**config.mk**
```make
export PLATFORM = sky130hd
export DESIGN_NAME = quad_decoder
export DESIGN_NICKNAME = d
export VERILOG_FILES = /design/src/rtl/quad_pkg.sv /design/src/rtl/quad_decoder_debounce.sv /design/src/rtl/quad_decoder.sv
export SDC_FILE = /design/constraint.sdc
export NUM_CORES = 1
export LEC_CHECK = 0
export ABC_CLOCK_PERIOD_IN_PS = 5450
export CAP_MARGIN = 25
export CORE_MARGIN = 2
export CORE_UTILIZATION = 40
export CTS_BUF_LIST = sky130_fd_sc_hd__clkbuf_4 sky130_fd_sc_hd__clkbuf_8 sky130_fd_sc_hd__clkbuf_16
export CTS_CLUSTER_DIAMETER = 200
export CTS_CLUSTER_SIZE = 16
export DETAILED_ROUTE_END_ITERATION = 7
export HOLD_SLACK_MARGIN = 0.05
export SLEW_MARGIN = 5
export SYNTH_ARGS = -nofsm -noshare
export SYNTH_HDL_FRONTEND = slang
export SYNTH_SLANG_ARGS = --single-unit
```
**constraint.sdc**
```tcl
create_clock -name clk -period 5.45 [get_ports clk]
set_input_delay 1.635 -clock clk [delete_from_list [all_inputs] [get_ports clk]]
set_output_delay 1.635 -clock clk [all_outputs]
set_load 0.005 [all_outputs]
```
**src/rtl/quad_pkg.sv**
```systemverilog
// Shared types and constants for the quadrature decoder: FSM states,
// direction codes, Gray phases and the transition classifier.
`default_nettype none

package quad_pkg;

  typedef enum logic [0:0] {
    ST_INIT = 1'b0,
    ST_RUN  = 1'b1
  } state_t;

  typedef enum logic [1:0] {
    TR_NONE = 2'd0,
    TR_UP   = 2'd1,
    TR_DN   = 2'd2,
    TR_ERR  = 2'd3
  } trans_t;

  localparam logic DIR_UP = 1'b1;
  localparam logic DIR_DN = 1'b0;

  // Phases are {A,B}; the up sequence visits them in this order.
  localparam logic [1:0] PH_00 = 2'b00;
  localparam logic [1:0] PH_10 = 2'b10;
  localparam logic [1:0] PH_11 = 2'b11;
  localparam logic [1:0] PH_01 = 2'b01;

  function automatic logic [1:0] next_up(input logic [1:0] ph);
    logic [1:0] nxt;
    nxt = PH_00;
    case (ph)
      PH_00:   nxt = PH_10;
      PH_10:   nxt = PH_11;
      PH_11:   nxt = PH_01;
      default: nxt = PH_00;
    endcase
    return nxt;
  endfunction

  function automatic trans_t classify(input logic [1:0] prev, input logic [1:0] cur);
    trans_t t;
    if (prev == cur) begin
      t = TR_NONE;
    end else if ((prev ^ cur) == 2'b11) begin
      t = TR_ERR;
    end else if (next_up(prev) == cur) begin
      t = TR_UP;
    end else begin
      t = TR_DN;
    end
    return t;
  endfunction

endpackage

`default_nettype wire

```
**src/rtl/quad_decoder_debounce.sv**
```systemverilog
// One encoder channel: two-flop synchroniser followed by a stability filter
// that accepts a new level only after DEB_CYCLES consecutive differing samples.
`default_nettype none

module debounce #(
  parameter int DEB_CYCLES = 1000
) (
  input  logic clk,
  input  logic reset,
  input  logic raw_i,
  output logic filt_o
);

  localparam logic [15:0] DEB_LAST = 16'(DEB_CYCLES - 1);

  logic        sync1_q;
  logic        sync2_q;
  logic        filt_q;
  logic        filt_d;
  logic [15:0] cnt_q;
  logic [15:0] cnt_d;

  always_comb begin
    filt_d = filt_q;
    cnt_d  = '0;
    if (sync2_q != filt_q) begin
      if (cnt_q == DEB_LAST) begin
        filt_d = sync2_q;
      end else begin
        cnt_d = cnt_q + 16'd1;
      end
    end
  end

  always_ff @(posedge clk or negedge reset) begin
    if (!reset) begin
      sync1_q <= 1'b0;
      sync2_q <= 1'b0;
      filt_q  <= 1'b0;
      cnt_q   <= '0;
    end else begin
      sync1_q <= raw_i;
      sync2_q <= sync1_q;
      filt_q  <= filt_d;
      cnt_q   <= cnt_d;
    end
  end

  assign filt_o = filt_q;

endmodule

`default_nettype wire

```
**src/rtl/quad_decoder.sv**
```systemverilog
// Quadrature decoder top: debounced A/B channels, INIT/RUN FSM, x4 Gray-code
// decode into a wrapping position count with step/dir pulses and sticky error.
`default_nettype none

module quad_decoder
  import quad_pkg::*;
#(
  parameter int DEB_CYCLES = 1000,
  parameter int CNT_W      = 4
) (
  input  logic             clk,
  input  logic             reset,
  input  logic             a_in,
  input  logic             b_in,
  input  logic             clr,
  output logic [CNT_W-1:0] q,
  output logic             step,
  output logic             dir,
  output logic             err
);

  // One cycle beyond the filter latency so that prev captures a channel that
  // was already active at reset release before decoding starts.
  localparam logic [16:0] INIT_LAST = 17'(DEB_CYCLES + 2);

  logic             a_filt;
  logic             b_filt;
  logic [1:0]       phase;
  trans_t           trans;

  state_t           state_q;
  logic [16:0]      init_cnt_q;
  logic [1:0]       prev_q;
  logic [CNT_W-1:0] cnt_q;
  logic             step_q;
  logic             dir_q;
  logic             err_q;

  debounce #(.DEB_CYCLES(DEB_CYCLES)) u_deb_a (
    .clk    (clk),
    .reset  (reset),
    .raw_i  (a_in),
    .filt_o (a_filt)
  );

  debounce #(.DEB_CYCLES(DEB_CYCLES)) u_deb_b (
    .clk    (clk),
    .reset  (reset),
    .raw_i  (b_in),
    .filt_o (b_filt)
  );

  assign phase = {a_filt, b_filt};
  assign trans = classify(prev_q, phase);

  always_ff @(posedge clk or negedge reset) begin
    if (!reset) begin
      state_q    <= ST_INIT;
      init_cnt_q <= '0;
      prev_q     <= PH_00;
      cnt_q      <= '0;
      step_q     <= 1'b0;
      dir_q      <= DIR_DN;
      err_q      <= 1'b0;
    end else begin
      prev_q <= phase;
      step_q <= 1'b0;
      case (state_q)
        ST_INIT: begin
          if (init_cnt_q == INIT_LAST) begin
            state_q <= ST_RUN;
          end else begin
            init_cnt_q <= init_cnt_q + 17'd1;
          end
        end
        ST_RUN: begin
          case (trans)
            TR_UP: begin
              cnt_q  <= cnt_q + CNT_W'(1);
              dir_q  <= DIR_UP;
              step_q <= 1'b1;
            end
            TR_DN: begin
              cnt_q  <= cnt_q - CNT_W'(1);
              dir_q  <= DIR_DN;
              step_q <= 1'b1;
            end
            TR_ERR:  err_q <= 1'b1;
            default: ;
          endcase
        end
        default: state_q <= ST_INIT;
      endcase
      // Clear wins over a same-cycle count or error; step/dir still report it.
      if (clr) begin
        cnt_q <= '0;
        err_q <= 1'b0;
      end
    end
  end

  assign q    = cnt_q;
  assign step = step_q;
  assign dir  = dir_q;
  assign err  = err_q;

endmodule

`default_nettype wire
```
==> flow_summary.json, run 1 <==
{
  "hpwl_um": 3753,
  "avgRoutedWirePerCell_um": 12.78,
  "drc": 0,
  "cp-end-kind": "primary output",
  "cts_num_sinks": 65,
  "power_density_nw_per_um2": 275.3,
  "post_cts_buffers": 0,
  "synth_edf_count": 0,
  "drtAntennaViolNets": 0,
  "worstPathMaxFanout": 6,
  "port_buffers": 11,
  "final_hold_viol_count": 0,
  "layout_common_cells": "dfrtp_1, nor2_1, xnor2_1",
  "critPathMaxStageDelay_ns": 0.54,
  "dieArea_um2": 8622,
  "layout_commonest_cell": "dfrtp_1",
  "dr.first_iter.drc_count": 80,
  "rows": 32,
  "crit_family": "buffers and inverters",
  "r2r-end": "q[3]$_DFFE_PN0P_",
  "crit_type": "reg -> out",
  "grt-ovfl-total": 0,
  "grt_pass1_wl_um": 9956,
  "post_dp_cell_area_um2": 3342,
  "ctsHoldBuffers": 0,
  "cts_made_buffers": 9,
  "timing.slew.headroom": 0.5973,
  "rsz0062_at_grt": "no",
  "htreeDepth": 3,
  "syn_area_um2": 3158,
  "cp_num_cells": 1,
  "crit_required_ns": 3.82,
  "crit_buf_inv": 1,
  "coreArea_um2": 7687,
  "synth_top_cell_by_area": "dfrtp_1",
  "synth_area_leaders": "dfrtp_1, xnor2_1, xor2_1",
  "crit_start": "q[1]$_DFFE_PN0P_",
  "hp-class": "reg -> reg",
  "leakage_nw": 1.540,
  "max-cap-violations": 0,
  "cts_buffer_depth": 2,
  "worstSkewPairLatency_ns": 0.34,
  "cts_root_buffer": "clkbuf_8",
  "fin_skew_ns": 0.01219,
  "ios": 12,
  "yosysUniqueCellTypes": 43,
  "post_route_cells_drive_above_1_share": 0.08723,
  "area_growth_pct": 13.23,
  "stdcell_area_um2": 3576,
  "r2r_start": "u_deb_a.filt_o$_DFFE_PN0P_",
  "place_congestion": 0.8273,
  "grt_start_max_net_pins": 40,
  "start_util": 0.4108,
  "ys_seq_area_frac": 0.5151,
  "grt.total_usage": 0.1454,
  "synthArstFlopShare": 1.000,
  "antenna_found_initial": 0,
  "status": "finished, final reports clean",
  "cts.repair.resized": 0,
  "period_minus_slack_ns": 2.940,
  "yosys_warnings": 0,
  "antennaDiodeCount": 0,
  "crit_path_end": "q[1]",
  "die_w_um": 92.86,
  "grt_pass1_vias": 2116,
  "worstRegToRegCells": 8,
  "synth_fp_nets": 314,
  "arrival_ns": 1.31,
  "fin_crit_sh": 0.5395,
  "dr_total_vias": 2091,
  "synth_top_area_frac": 0.5151,
  "first_pass_iters": 4,
  "avgSynthCellArea_um2": 10.53,
  "fin_nets": 330,
  "path_cells": "clkdlybuf4s50_1",
  "via_per_inst": 4.943,
  "ys_ff_latch": 65,
  "die_y_um": 92.86,
  "tritoncts": "yes",
  "rrSetupSlack_ns": 3.09,
  "peakVddDrop_mv": 0.1286,
  "clk_pin_slew_worst_paths_ns": 0.07,
  "worst_slew_pin_slew_ns": 0.6041,
  "startpoint_type": "flop",
  "ys.flop_type": "dfrtp_1",
  "synth_cells": 300,
  "setup_viol": 0,
  "crit_slowest_cell": "clkdlybuf4s50_1",
  "tns_ns": 0,
  "fmax_ghz": 0.3401,
  "routed_wl_um": 5408,
  "slew_viol_final": 0
}
[metrics by stage]
stage               power, mW  setup WS, ns    util  instances  hold slack (ns)
floorplan              0.5143         3.242       -        300           0.3312
global placement       0.5274         2.789  0.4347        407           0.3366
detailed placement     0.5282         2.777  0.4347        407           0.3347
CTS                    0.9972         2.494  0.4652        423           0.3560
global route            1.025         2.435  0.4652        423           0.3666
finish                 0.9845         2.510  0.4652        423           0.3544
[routing by layer]
layer | vias up | part of all wire | GRT usage
met5 | - | 0 | 0
met4 | 0 | 0.021 | 0.06250
met3 | 9 | 0.030 | 0.04150
met2 | 27 | 0.43 | 0.2132
met1 | 994 | 0.52 | 0.2009
li1 | 1061 | - | -
[report_power, final]
part | internal (mW) | total (mW) | leakage, nW | switching [mW]
logic | 0.00764 | 0.0251 | 0.548 | 0.0175
registers | 0.487 | 0.493 | 0.880 | 0.00549
clock network | 0.288 | 0.467 | 0.112 | 0.179
total | 0.783 | 0.985 | 1.54 | 0.202
[layout make-up]
cell class	instances	area (µm²)
fill	746	4111
inverter	12	45.04
clock inverter	4	75.07
timing repair buffer	12	112.6
sequential	65	1627
multi-input combinational	216	1430
tap	102	127.6
clock buffer	12	158.9
[synth_stat cells, drive strengths merged, types with 2 or more instances]
library cell / count
nand2: 15
and3: 4
or4: 2
nand4: 10
nand3: 19
mux2i: 4
clkbuf: 4
inv: 12
nor3: 11
dfrtp: 65
buf: 2
o21ai: 4
nor4bb: 2
a21oi: 3
xor2: 19
nor2: 45
xnor2: 31
nand2b: 2
ha: 9
or2: 3
nor2b: 2
nor4: 9
nor4b: 5
mux2: 4
o211ai: 2
[worst min-delay path by stage]
stage               slack (ns)  cells past startpoint                   endpoint                      start
floorplan                 0.33                      0  u_deb_a.sync2_q$_DFF_PN0_  u_deb_a.sync1_q$_DFF_PN0_
global placement          0.34                      0  u_deb_a.sync2_q$_DFF_PN0_  u_deb_a.sync1_q$_DFF_PN0_
global route              0.37                      0  u_deb_a.sync2_q$_DFF_PN0_  u_deb_a.sync1_q$_DFF_PN0_
CTS                       0.36                      0  u_deb_a.sync2_q$_DFF_PN0_  u_deb_a.sync1_q$_DFF_PN0_
finish                    0.35                      0  u_deb_a.sync2_q$_DFF_PN0_  u_deb_a.sync1_q$_DFF_PN0_
detailed placement        0.33                      0  u_deb_a.sync2_q$_DFF_PN0_  u_deb_a.sync1_q$_DFF_PN0_
[cell families after synthesis]
family / count (synthesis) / share of synthesized area
compound gates: 14 / 0.02852
flops: 65 / 0.5151
fa+ha+maj: 9 / 0.03566
xor+xnor: 50 / 0.1387
buf+inv: 19 / 0.03209
simple gates: 135 / 0.2231
mux: 8 / 0.02694
[flip-flops by register name, indices dropped and copies added, names as in the netlist, 2 cells and up]
signal         flops
q                  4
u_deb_b.cnt_q     16
init_cnt_q        17
prev_q             2
u_deb_a.cnt_q     16
(Power assumes the default switching activity.)
==> inputs of run 2 (changes only) <==
--- a/config.mk
+++ b/config.mk
@@ -5,7 +5,7 @@
 export SDC_FILE = /design/constraint.sdc
 export NUM_CORES = 1
 export LEC_CHECK = 0
-export ABC_CLOCK_PERIOD_IN_PS = 5450
+export ABC_CLOCK_PERIOD_IN_PS = 2700
 export CAP_MARGIN = 25
 export CORE_MARGIN = 2
 export CORE_UTILIZATION = 40
==> constraint.sdc (replaced) <==
create_clock -name clk -period 2.7 [get_ports clk]
set_input_delay 0.81 -clock clk [delete_from_list [all_inputs] [get_ports clk]]
set_output_delay 0.81 -clock clk [all_outputs]
set_load 0.005 [all_outputs]
==> run 2 against run 1 <==
  * Setup slack lost 2.1 ns
  * Combinational power grew 120%
  * Count of clock-buffer cells in the layout grew 2
  * Clock skew shrank 0.0044 ns
  * Clock power grew 73%
  * Critical path type is now reg -> reg
==> flow_summary.json, run 2 (synthesis gave the netlist of run 1 again) <==
{
  "tritoncts": "yes",
  "critPathMaxStageDelay_ns": 0.49,
  "met3_usage": 0.05289,
  "dr.first_iter.drc_count": 82,
  "htreeDepth": 3,
  "cts_made_buffers": 9,
  "drtAntennaViolNets": 0,
  "max-cap-violations": 0,
  "grt_pass1_vias": 2059,
  "worstHoldPathCells": 0,
  "stdcell_area_um2": 3566,
  "status": "finished, final reports clean",
  "grt.total_usage": 0.1441,
  "grt_start_max_net_pins": 66,
  "power_density_nw_per_um2": 520.2,
  "rsz0062_at_grt": "no",
  "peakVddDrop_mv": 0.2258,
  "layout_common_cells": "dfrtp_1, nor2_1, xnor2_1",
  "drc": 0,
  "grt_busiest_layer": "met2",
  "fmax_ghz": 0.4385,
  "antennaDiodeCount": 0,
  "path_cells": "mux2i_1 -> o21ai_0 -> ha_1 -> ha_1 -> o211ai_1 -> a32oi_1 -> nand2_1 -> mux2_2",
  "hp-class": "reg -> reg",
  "period_minus_slack_ns": 2.281,
  "post_dp_cell_area_um2": 3369,
  "layout_commonest_cell": "dfrtp_1",
  "startpoint_type": "flop",
  "avgRoutedWirePerCell_um": 12.92,
  "worstSkewPairLatency_ns": 0.34,
  "worstPathMaxFanout": 10,
  "crit_slowest_cell": "dfrtp_1",
  "top_regs": "init_cnt_q x17, u_deb_a.cnt_q x16, u_deb_b.cnt_q x16",
  "arrival_ns": 2.50,
  "largest_reg_flops": 17,
  "grt_pass1_wl_um": 9853,
  "postLayoutCoreUtil": 0.4639,
  "antenna_found_initial": 0,
  "die_y_um": 92.86,
  "timing.slew.headroom": 0.6090,
  "cts.repair.resized": 0,
  "crit_type": "reg -> reg",
  "cp-end-kind": "flop",
  "final_hold_viol_count": 0,
  "cts_buffer_depth": 2,
  "clk_pin_slew_worst_paths_ns": 0.07,
  "use_met1": 0.1955,
  "grt-ovfl-total": 0,
  "fin_skew_ns": 0.007798,
  "gr-usage-met2": 0.2132,
  "leakage_nw": 1.548,
  "post_route_cells_drive_above_1_share": 0.09288,
  "coreArea_um2": 7687,
  "via_per_inst": 4.948,
  "cts_root_buffer": "clkbuf_8",
  "start_util": 0.4108,
  "ios": 12,
  "dr_total_vias": 2103,
  "post_cts_buffers": 0,
  "tns_ns": 0,
  "top_register": "init_cnt_q",
  "fin_cells": 425,
  "worst_slew_pin_slew_ns": 0.5789,
  "dp_cells": 409,
  "fin_crit_sh": 0.8447,
  "place_congestion": 0.7675,
  "first_pass_iters": 4,
  "routed_wl_um": 5492,
  "die_w_um": 92.86,
  "rows": 32,
  "cts_num_sinks": 65,
  "cp_common_cell": "ha_1",
  "port_buffers": 11,
  "crit_required_ns": 2.92,
  "slew_viol_final": 0,
  "hpwl_um": 3561,
  "fin_nets": 332,
  "ctsHoldBuffers": 0,
  "setup_viol": 0,
  "area_growth_pct": 12.92,
  "dieArea_um2": 8622,
  "worstRegToRegCells": 8
}
==> run 2: changes by cell type in the layout (fill, tap and decap cells not counted) <==
cell / delta
clkinv_2: +2
bufinv_16: -2
clkbuf_8: +2
clkinvlp_4: -2
buf_4: +1
buf_12: +1
==> run 2: area by class of cell <==
class | count | area (µm²)
Clock buffer | 14 | 186.4
Clock inverter | 2 | 10.01
Fill cell | 760 | 4121
Inverter | 12 | 45.04
Multi-Input combinational cell | 216 | 1430
Sequential cell | 65 | 1627
Tap cell | 102 | 127.6
Timing Repair Buffer | 14 | 140.1
==> run 2: stage by stage <==
| step | power [mW] | setup WS [ns] | hold slack (ns) |
|---|---|---|---|
| 3_3_place_gp | 1.069 | 0.5138 | 0.3642 |
| 4_1_cts | 1.889 | 0.4070 | 0.3808 |
| 5_1_grt | 1.946 | 0.2303 | 0.3876 |
| 2_1_floorplan | 1.038 | 0.4919 | 0.3312 |
| 6_report | 1.855 | 0.4193 | 0.3803 |
| 3_5_place_dp | 1.070 | 0.4163 | 0.3650 |
==> run 2: report_power, final <==
part	internal, mW	switching (mW)	total (mW)
Combinational	0.0182	0.0358	0.0540
Clock	0.442	0.365	0.807
Sequential	0.984	0.0107	0.994
Total	1.44	0.411	1.86
==> run 2: routing by layer <==
| metal | vias up | routed length, µm |
|---|---|---|
| li1 | 1061 | - |
| met1 | 1013 | 2888 |
| met2 | 23 | 2355 |
| met3 | 6 | 175 |
| met4 | 0 | 73 |
| met5 | - | 0 |
==> run 2: path summary, 6_finish.rpt <==
check,from,to,slack [ns]
setup reg to reg,u_deb_a.filt_o$_DFFE_PN0P_,q[3]$_DFFE_PN0P_,0.42
hold reg to reg,u_deb_a.sync1_q$_DFF_PN0_,u_deb_a.sync2_q$_DFF_PN0_,0.38
hold / removal,u_deb_a.sync1_q$_DFF_PN0_,u_deb_a.sync2_q$_DFF_PN0_,0.38
max in group asynchronous,reset,init_cnt_q[11]$_DFFE_PN0P_,1.95
min in group asynchronous,reset,init_cnt_q[10]$_DFFE_PN0P_,0.47
setup / recovery,u_deb_a.filt_o$_DFFE_PN0P_,q[3]$_DFFE_PN0P_,0.42
==> run 2: critical path, delay by kind of cell, from the launching register on <==
family	cells	cell delay, ns
adders and majority gates	2	0.63
and+or+nand+nor	1	0.09
muxes	2	0.48
DFF	1	0.49
AOI/OAI and AO/OA	3	0.50
==> inputs of run 3 (changes only) <==
--- a/config.mk
+++ b/config.mk
@@ -5,7 +5,7 @@
 export SDC_FILE = /design/constraint.sdc
 export NUM_CORES = 1
 export LEC_CHECK = 0
-export ABC_CLOCK_PERIOD_IN_PS = 2700
+export ABC_CLOCK_PERIOD_IN_PS = 2400
 export CAP_MARGIN = 25
 export CORE_MARGIN = 2
 export CORE_UTILIZATION = 40
==> constraint.sdc (replaced) <==
create_clock -name clk -period 2.4 [get_ports clk]
set_input_delay 0.72 -clock clk [delete_from_list [all_inputs] [get_ports clk]]
set_output_delay 0.72 -clock clk [all_outputs]
set_load 0.005 [all_outputs]
==> run 3 against run 2 <==
  * Sequential share of layout area down 0.19 points
  * First-iteration DRC count down 4.9%
  * Sequential power up 13%
  * Clock skew up 0.0031 ns
  * Count of clock-buffer cells in the layout down 5
  * Cell area up 0.42%
  * Die area unchanged
  * Critical endpoint unchanged
  * Largest cell class unchanged
  * Total power up 13%
  * Via count up 1.0%
  * Critical path type unchanged
  * Wire length down 6.2%
==> flow_summary.json, run 3 (synthesis gave the netlist of run 1 again) <==
{
  "post_route_cells_drive_above_1_share": 0.09568,
  "r2r-end": "q[3]$_DFFE_PN0P_",
  "layout_commonest_cell": "dfrtp_1",
  "power_mw": 2.105,
  "switching_share": 0.2333,
  "seqPwrFrac": 0.531,
  "fin_crit_sh": 0.9326,
  "power_density_nw_per_um2": 588.0,
  "crit_type": "reg -> reg",
  "fin_ws_ns": 0.1619,
  "final_hold_viol_count": 0,
  "hold_path_startpoint": "u_deb_a.sync1_q$_DFF_PN0_",
  "min_to": "u_deb_a.sync2_q$_DFF_PN0_",
  "peakVddDrop_mv": 0.2851,
  "fmax_ghz": 0.4468,
  "period_minus_slack_ns": 2.238,
  "via_per_inst": 4.986,
  "cts_made_buffers": 9,
  "worstHoldPathCells": 0,
  "grt_start_max_net_pins": 66,
  "die_w_um": 92.86,
  "dr.first_iter.drc_count": 78,
  "start_util": 0.4108,
  "ios": 12,
  "dieArea_um2": 8622,
  "cp-end-kind": "flop",
  "hpwl_um": 3541,
  "worstSkewPairLatency_ns": 0.34,
  "avgRoutedWirePerCell_um": 12.10,
  "timing.slew.headroom": 0.5709,
  "nFillCells": 733,
  "preCtsSetupSlack_ns": 0.1667,
  "cts_num_sinks": 65,
  "slew_viol_final": 0,
  "tritoncts": "yes",
  "stdcell_area_um2": 3581,
  "cts_root_buffer": "clkbuf_8",
  "largest_reg_flops": 17,
  "fin_skew_ns": 0.01091,
  "worstPathMaxFanout": 7,
  "area_growth_pct": 13.39,
  "rsz0062_at_grt": "no",
  "p_switching_mw": 0.4913,
  "leakage_nw": 1.543,
  "post_dp_cell_area_um2": 3377,
  "post_cts_buffers": 0,
  "grt-ovfl-total": 0,
  "drtAntennaViolNets": 0,
  "r2r_start": "u_deb_a.filt_o$_DFFE_PN0P_",
  "ctsHoldBuffers": 0,
  "crit_required_ns": 2.62,
  "first_pass_iters": 5,
  "power.internal_mw": 1.614,
  "grt_pass1_vias": 2096,
  "port_buffers": 11,
  "drc": 0,
  "layout_common_cells": "dfrtp_1, nor2_1, xnor2_1",
  "place_congestion": 0.7624,
  "rows": 32,
  "grt.total_usage": 0.1368,
  "hp-class": "reg -> reg",
  "setup_viol": 0,
  "grt_pass1_wl_um": 9432,
  "coreArea_um2": 7687,
  "die_y_um": 92.86,
  "top_regs": "init_cnt_q x17, u_deb_a.cnt_q x16, u_deb_b.cnt_q x16",
  "antennaDiodeCount": 0,
  "arrival_ns": 2.46,
  "status": "finished, final reports clean",
  "pwr-share-clk": 0.440,
  "dr_total_vias": 2124,
  "fin_nets": 333,
  "cts.repair.resized": 0,
  "startpoint_type": "flop",
  "tns_ns": 0,
  "worst_slew_pin_slew_ns": 0.6378,
  "rrSetupSlack_ns": 0.16,
  "cts_buffer_depth": 2,
  "clk_pin_slew_worst_paths_ns": 0.07,
  "htreeDepth": 3,
  "pwr-share-comb": 0.029,
  "max-cap-violations": 0,
  "worstRegToRegCells": 9,
  "antenna_found_initial": 0,
  "routed_wl_um": 5154,
  "top_register": "init_cnt_q"
}
## run 3: cell type report
cell class	instances	area [µm²]	share of cell area
clock buffers	9	123.9	0.03459
well taps	102	127.6	0.03564
inverters	12	45.04	0.01258
flip-flops and latches	65	1627	0.4542
multi-input cells	216	1430	0.3994
clock inverters	7	80.08	0.02236
repair buffers	15	147.6	0.04123
## run 3: critical path: stages (launching register included)
cell and delay (ns):
dfrtp_1 0.44, nand2b_1 0.18, nand3_1 0.08, o21ai_0 0.15, ha_1 0.29, ha_1 0.36
o211ai_1 0.11, a32oi_1 0.17, nand2_1 0.08, mux2_2 0.27
## run 3: metal layers
metal	vias up	wire length, µm	global-route usage
li1	1068	-	-
met1	1027	2599	0.1862
met2	22	2342	0.2047
met3	7	126	0.03580
met4	0	85	0.06127
met5	-	0	0
## run 3: stage by stage
stage | utilization | std cells | hold slack (ns)
3_5_place_dp | 0.4393 | 410 | 0.3576
2_1_floorplan | - | 300 | 0.3312
3_3_place_gp | 0.4393 | 410 | 0.3596
6_report | 0.4658 | 426 | 0.3711
5_1_grt | 0.4658 | 426 | 0.3985
4_1_cts | 0.4658 | 426 | 0.3748
## run 3: worst max-delay path by stage
stage	startpoint	slack, ns	depth (start not counted)	end
CTS	u_deb_a.filt_o$_DFFE_PN0P_	0.15	9	q[3]$_DFFE_PN0P_
detailed placement	u_deb_a.filt_o$_DFFE_PN0P_	0.17	9	q[3]$_DFFE_PN0P_
finish	u_deb_a.filt_o$_DFFE_PN0P_	0.16	9	q[3]$_DFFE_PN0P_
global route	u_deb_a.filt_o$_DFFE_PN0P_	0.02	8	q[3]$_DFFE_PN0P_
floorplan	u_deb_a.filt_o$_DFFE_PN0P_	0.19	9	q[3]$_DFFE_PN0P_
global placement	u_deb_a.filt_o$_DFFE_PN0P_	0.28	9	q[3]$_DFFE_PN0P_
## run 3: power by group through the flow
stage	sequential (mW)	combinational (mW)	clock, mW
floorplan	1.14	0.0323	0
global placement	1.14	0.0633	0
detailed placement	1.14	0.0636	0
CTS	1.12	0.0636	0.969
global route	1.12	0.0719	1.02
finish	1.12	0.0601	0.927
==> variant 1: new RTL, flow settings as in run 2 <==
`DEB_CYCLES` is set to 1000 in 2 places; all go to 500.
--- a/src/rtl/quad_decoder_debounce.sv
+++ b/src/rtl/quad_decoder_debounce.sv
@@ -3,7 +3,7 @@
 `default_nettype none
 
 module debounce #(
-  parameter int DEB_CYCLES = 1000
+  parameter int DEB_CYCLES = 500
 ) (
   input  logic clk,
   input  logic reset,
--- a/src/rtl/quad_decoder.sv
+++ b/src/rtl/quad_decoder.sv
@@ -5,7 +5,7 @@
 module quad_decoder
   import quad_pkg::*;
 #(
-  parameter int DEB_CYCLES = 1000,
+  parameter int DEB_CYCLES = 500,
   parameter int CNT_W      = 4
 ) (
   input  logic             clk,
Function: same outputs for any inputs over 10 cycles, from zero or initial values and one cycle with reset low; that may be too few to reach the edited logic, so the function may still have changed.
==> variant 1 against run 2 <==
- sequential share of layout area fell by 0.66 points
- utilization rose by 0.44 points
- count of clock-buffer cells in the layout fell by 3
- sequential cell count did not move
- design area rose by 1.5%
- via count fell by 1.0%
- area after synthesis rose by 0.87%
- die area rose by 0.83%
- worst setup slack got worse by 0.044 ns
- wire length fell by 4.2%
- clock skew fell by 0.0010 ns
- total power rose by 5.4%
- highest routed layer unchanged
==> variant 1: results <==
[outcome]
status = "completed"

[place]
placed_area_sq_um = 3402
hpwlAfterDp_um = 3567
placedCellCount = 398
gp_congestion = 0.7565
pre_cts_slack_ns = 0.3798

[pwr]
p_seq_share_pct = 50.9
ir_drop_mv = 0.2718
pwr-share-comb_pct = 2.6
swShare_pct = 20.24
switching_power_mw = 0.3957

[sta]
whs_ns = 0.3469
tightest_slew_ns = 0.4858
finalCritPeriodShare_pct = 86.09
fin_skew_ns = 0.006752

[synth]
synth_nets = 304
seq_area_frac_synth_pct = 51.06
synth-async-reset-ratio_pct = 100.0
ys_types = 40
syn_area_per_cell_sq_um = 10.98
synth_common_cells = "dfrtp_1, nor2_1, xnor2_1"
synth_area_leaders = "dfrtp_1, xnor2_1, xor2_1"

[detailed_routing]
drtPass1Iterations = 4
routed_via_density = 5.053
totalWireLength_um = 5259
drt_iter0_drc = 64

[critical_path]
reg2reg_depth = 9
worstSetupStartpoint = "u_deb_a.filt_o"

[layout]
layout-drive-gt1-share_pct = 10.00
fin_cells = 412
nets = 321
nFillCells = 725

[worst_hold_path]
timing.hold.worst_endpoint = "u_deb_b.sync2_q"
hold_path_startpoint = "u_deb_b.sync1_q"

[global_routing]
grt_pass1_vias = 2124
grt_pass1_wl_um = 9618
grt.total_usage_pct = 13.87

[clock_tree]
cts-root-buf = "clkbuf_8"
==> variant 1: cell count changes in the layout (fill, tap and decap cells not counted), sizes merged, moves of 4 or more <==
cell   change
nand4      +5
xor2       +4
inv        -4
and4       +4
nor3       -4
nand3      -4
==> variant 1: area by class of cell <==
type	instances	area [sq um]	area share (%)
Clock inverter	3	65.06	1.798
Timing Repair Buffer	12	125.1	3.458
Multi-Input combinational cell	211	1493	41.25
Inverter	8	30.03	0.8299
Sequential cell	65	1627	44.95
Tap cell	102	127.6	3.527
Clock buffer	11	151.4	4.184
==> variant 1: routing by layer <==
metal	global-route usage (%)	share of wire, %	vias to the layer above
li1	-	-	1037
met5	0	0	-
met4	6.250	2.0	0
met3	4.351	2.8	9
met2	21.40	47	21
met1	17.82	49	1015
==> variant 1: cell families after synthesis <==
family / Yosys count / share of synthesized area (%)
simple gates: 131 / 24.00
compound gates: 12 / 2.632
xor+xnor: 51 / 14.02
buf+inv: 14 / 2.082
flops: 65 / 51.06
fa+ha+maj: 9 / 3.535
mux: 8 / 2.671
==> variant 2: new RTL, settings of run 2 <==
Made on the original files. Reset style: synchronous (`reset`), changed in 2 clocked blocks.
--- a/src/rtl/quad_decoder_debounce.sv
+++ b/src/rtl/quad_decoder_debounce.sv
@@ -32,7 +32,7 @@
     end
   end
 
-  always_ff @(posedge clk or negedge reset) begin
+  always_ff @(posedge clk) begin
     if (!reset) begin
       sync1_q <= 1'b0;
       sync2_q <= 1'b0;
--- a/src/rtl/quad_decoder.sv
+++ b/src/rtl/quad_decoder.sv
@@ -53,7 +53,7 @@
   assign phase = {a_filt, b_filt};
   assign trans = classify(prev_q, phase);
 
-  always_ff @(posedge clk or negedge reset) begin
+  always_ff @(posedge clk) begin
     if (!reset) begin
       state_q    <= ST_INIT;
       init_cnt_q <= '0;
Check against the original RTL: same outputs for any inputs over 10 cycles, from zero or initial values and one cycle with reset low; that may be too few to reach the edited logic, so the function may still have changed.
==> variant 2 against run 2 <==
- synthesized cell count grew 10%
- wire length shrank 4.0%
- first-iteration DRC count grew 30%
- design area decreased by 2.8%
- sequential power decreased by 2.1%
- hold slack gained 0.059 ns
- global-route usage fell by 0.35 points
- critical path depth up 1
- sequential cell count is the same
- highest routed layer unchanged
- area after synthesis shrank 5.5%
- sequential share of layout area fell by 8.1 points
- worst setup slack got worse by 0.13 ns
- total power increased by 12%
==> variant 2: results <==
[outcome]
status = "completed"

[layout]
multi_input_gates = 243
nFillCells = 702
clk_share_pct = 7.434
multi_input_area_sq_um = 1584
nets = 361

[synth]
ys_types = 42
yosysTopAreaCell = "dfxtp_1"
synth_mux_area_share_pct = 3.733
syn_area_per_cell_sq_um = 9.039
synth_common_cells = "dfxtp_1, nor2_1, nand2_1"

[place]
hpwlAfterDp_um = 3590
gp_congestion = 0.7898
placedCellCount = 437
placed_area_sq_um = 3209

[pwr]
power.clock.fraction_pct = 50.9
switching_power_mw = 0.4068
leakage_nw = 1.248

[die]
core.rowCount = 31

[critical_path]
crit_fanout = 5
reg2reg_depth = 9
crit_slowest_cell = "dfxtp_1"
slowest_delay_ns = 0.43

[global_routing]
grt_use_met3_pct = 5.760
grt_max_degree = 24
grtUsageMet1_pct = 18.64
grt_pass1_vias = 2044

[sta]
fin_skew_ns = 0.005392
whs_ns = 0.4389
maxSlewHeadroom_pct = 61.40

[worst_hold_path]
timing.hold.worst_endpoint = "u_deb_a.sync2_q"

[detailed_routing]
drt_iter0_drc = 107
[variant 2: changes by cell type after synthesis, sizes merged, moves of 3 or more]
| cell | before | now |
|---|---|---|
| dfrtp | 65 | 0 |
| dfxtp | 0 | 65 |
| and2 | 0 | 17 |
| nand2 | 15 | 29 |
| nor2 | 45 | 33 |
| xnor2 | 31 | 19 |
| mux2i | 4 | 10 |
| or3 | 1 | 7 |
| a21oi | 3 | 8 |
| nand2b | 2 | 7 |
| nor4b | 5 | 1 |
| mux2 | 4 | 1 |
| o31ai | 0 | 3 |
| or4 | 2 | 5 |
[variant 2: routing by layer]
metal / up-vias / wire length, um
li1: 1174 / -
met1: 1003 / 2706
met2: 23 / 2358
met3: 4 / 161
met4: 0 / 45
met5: - / 0
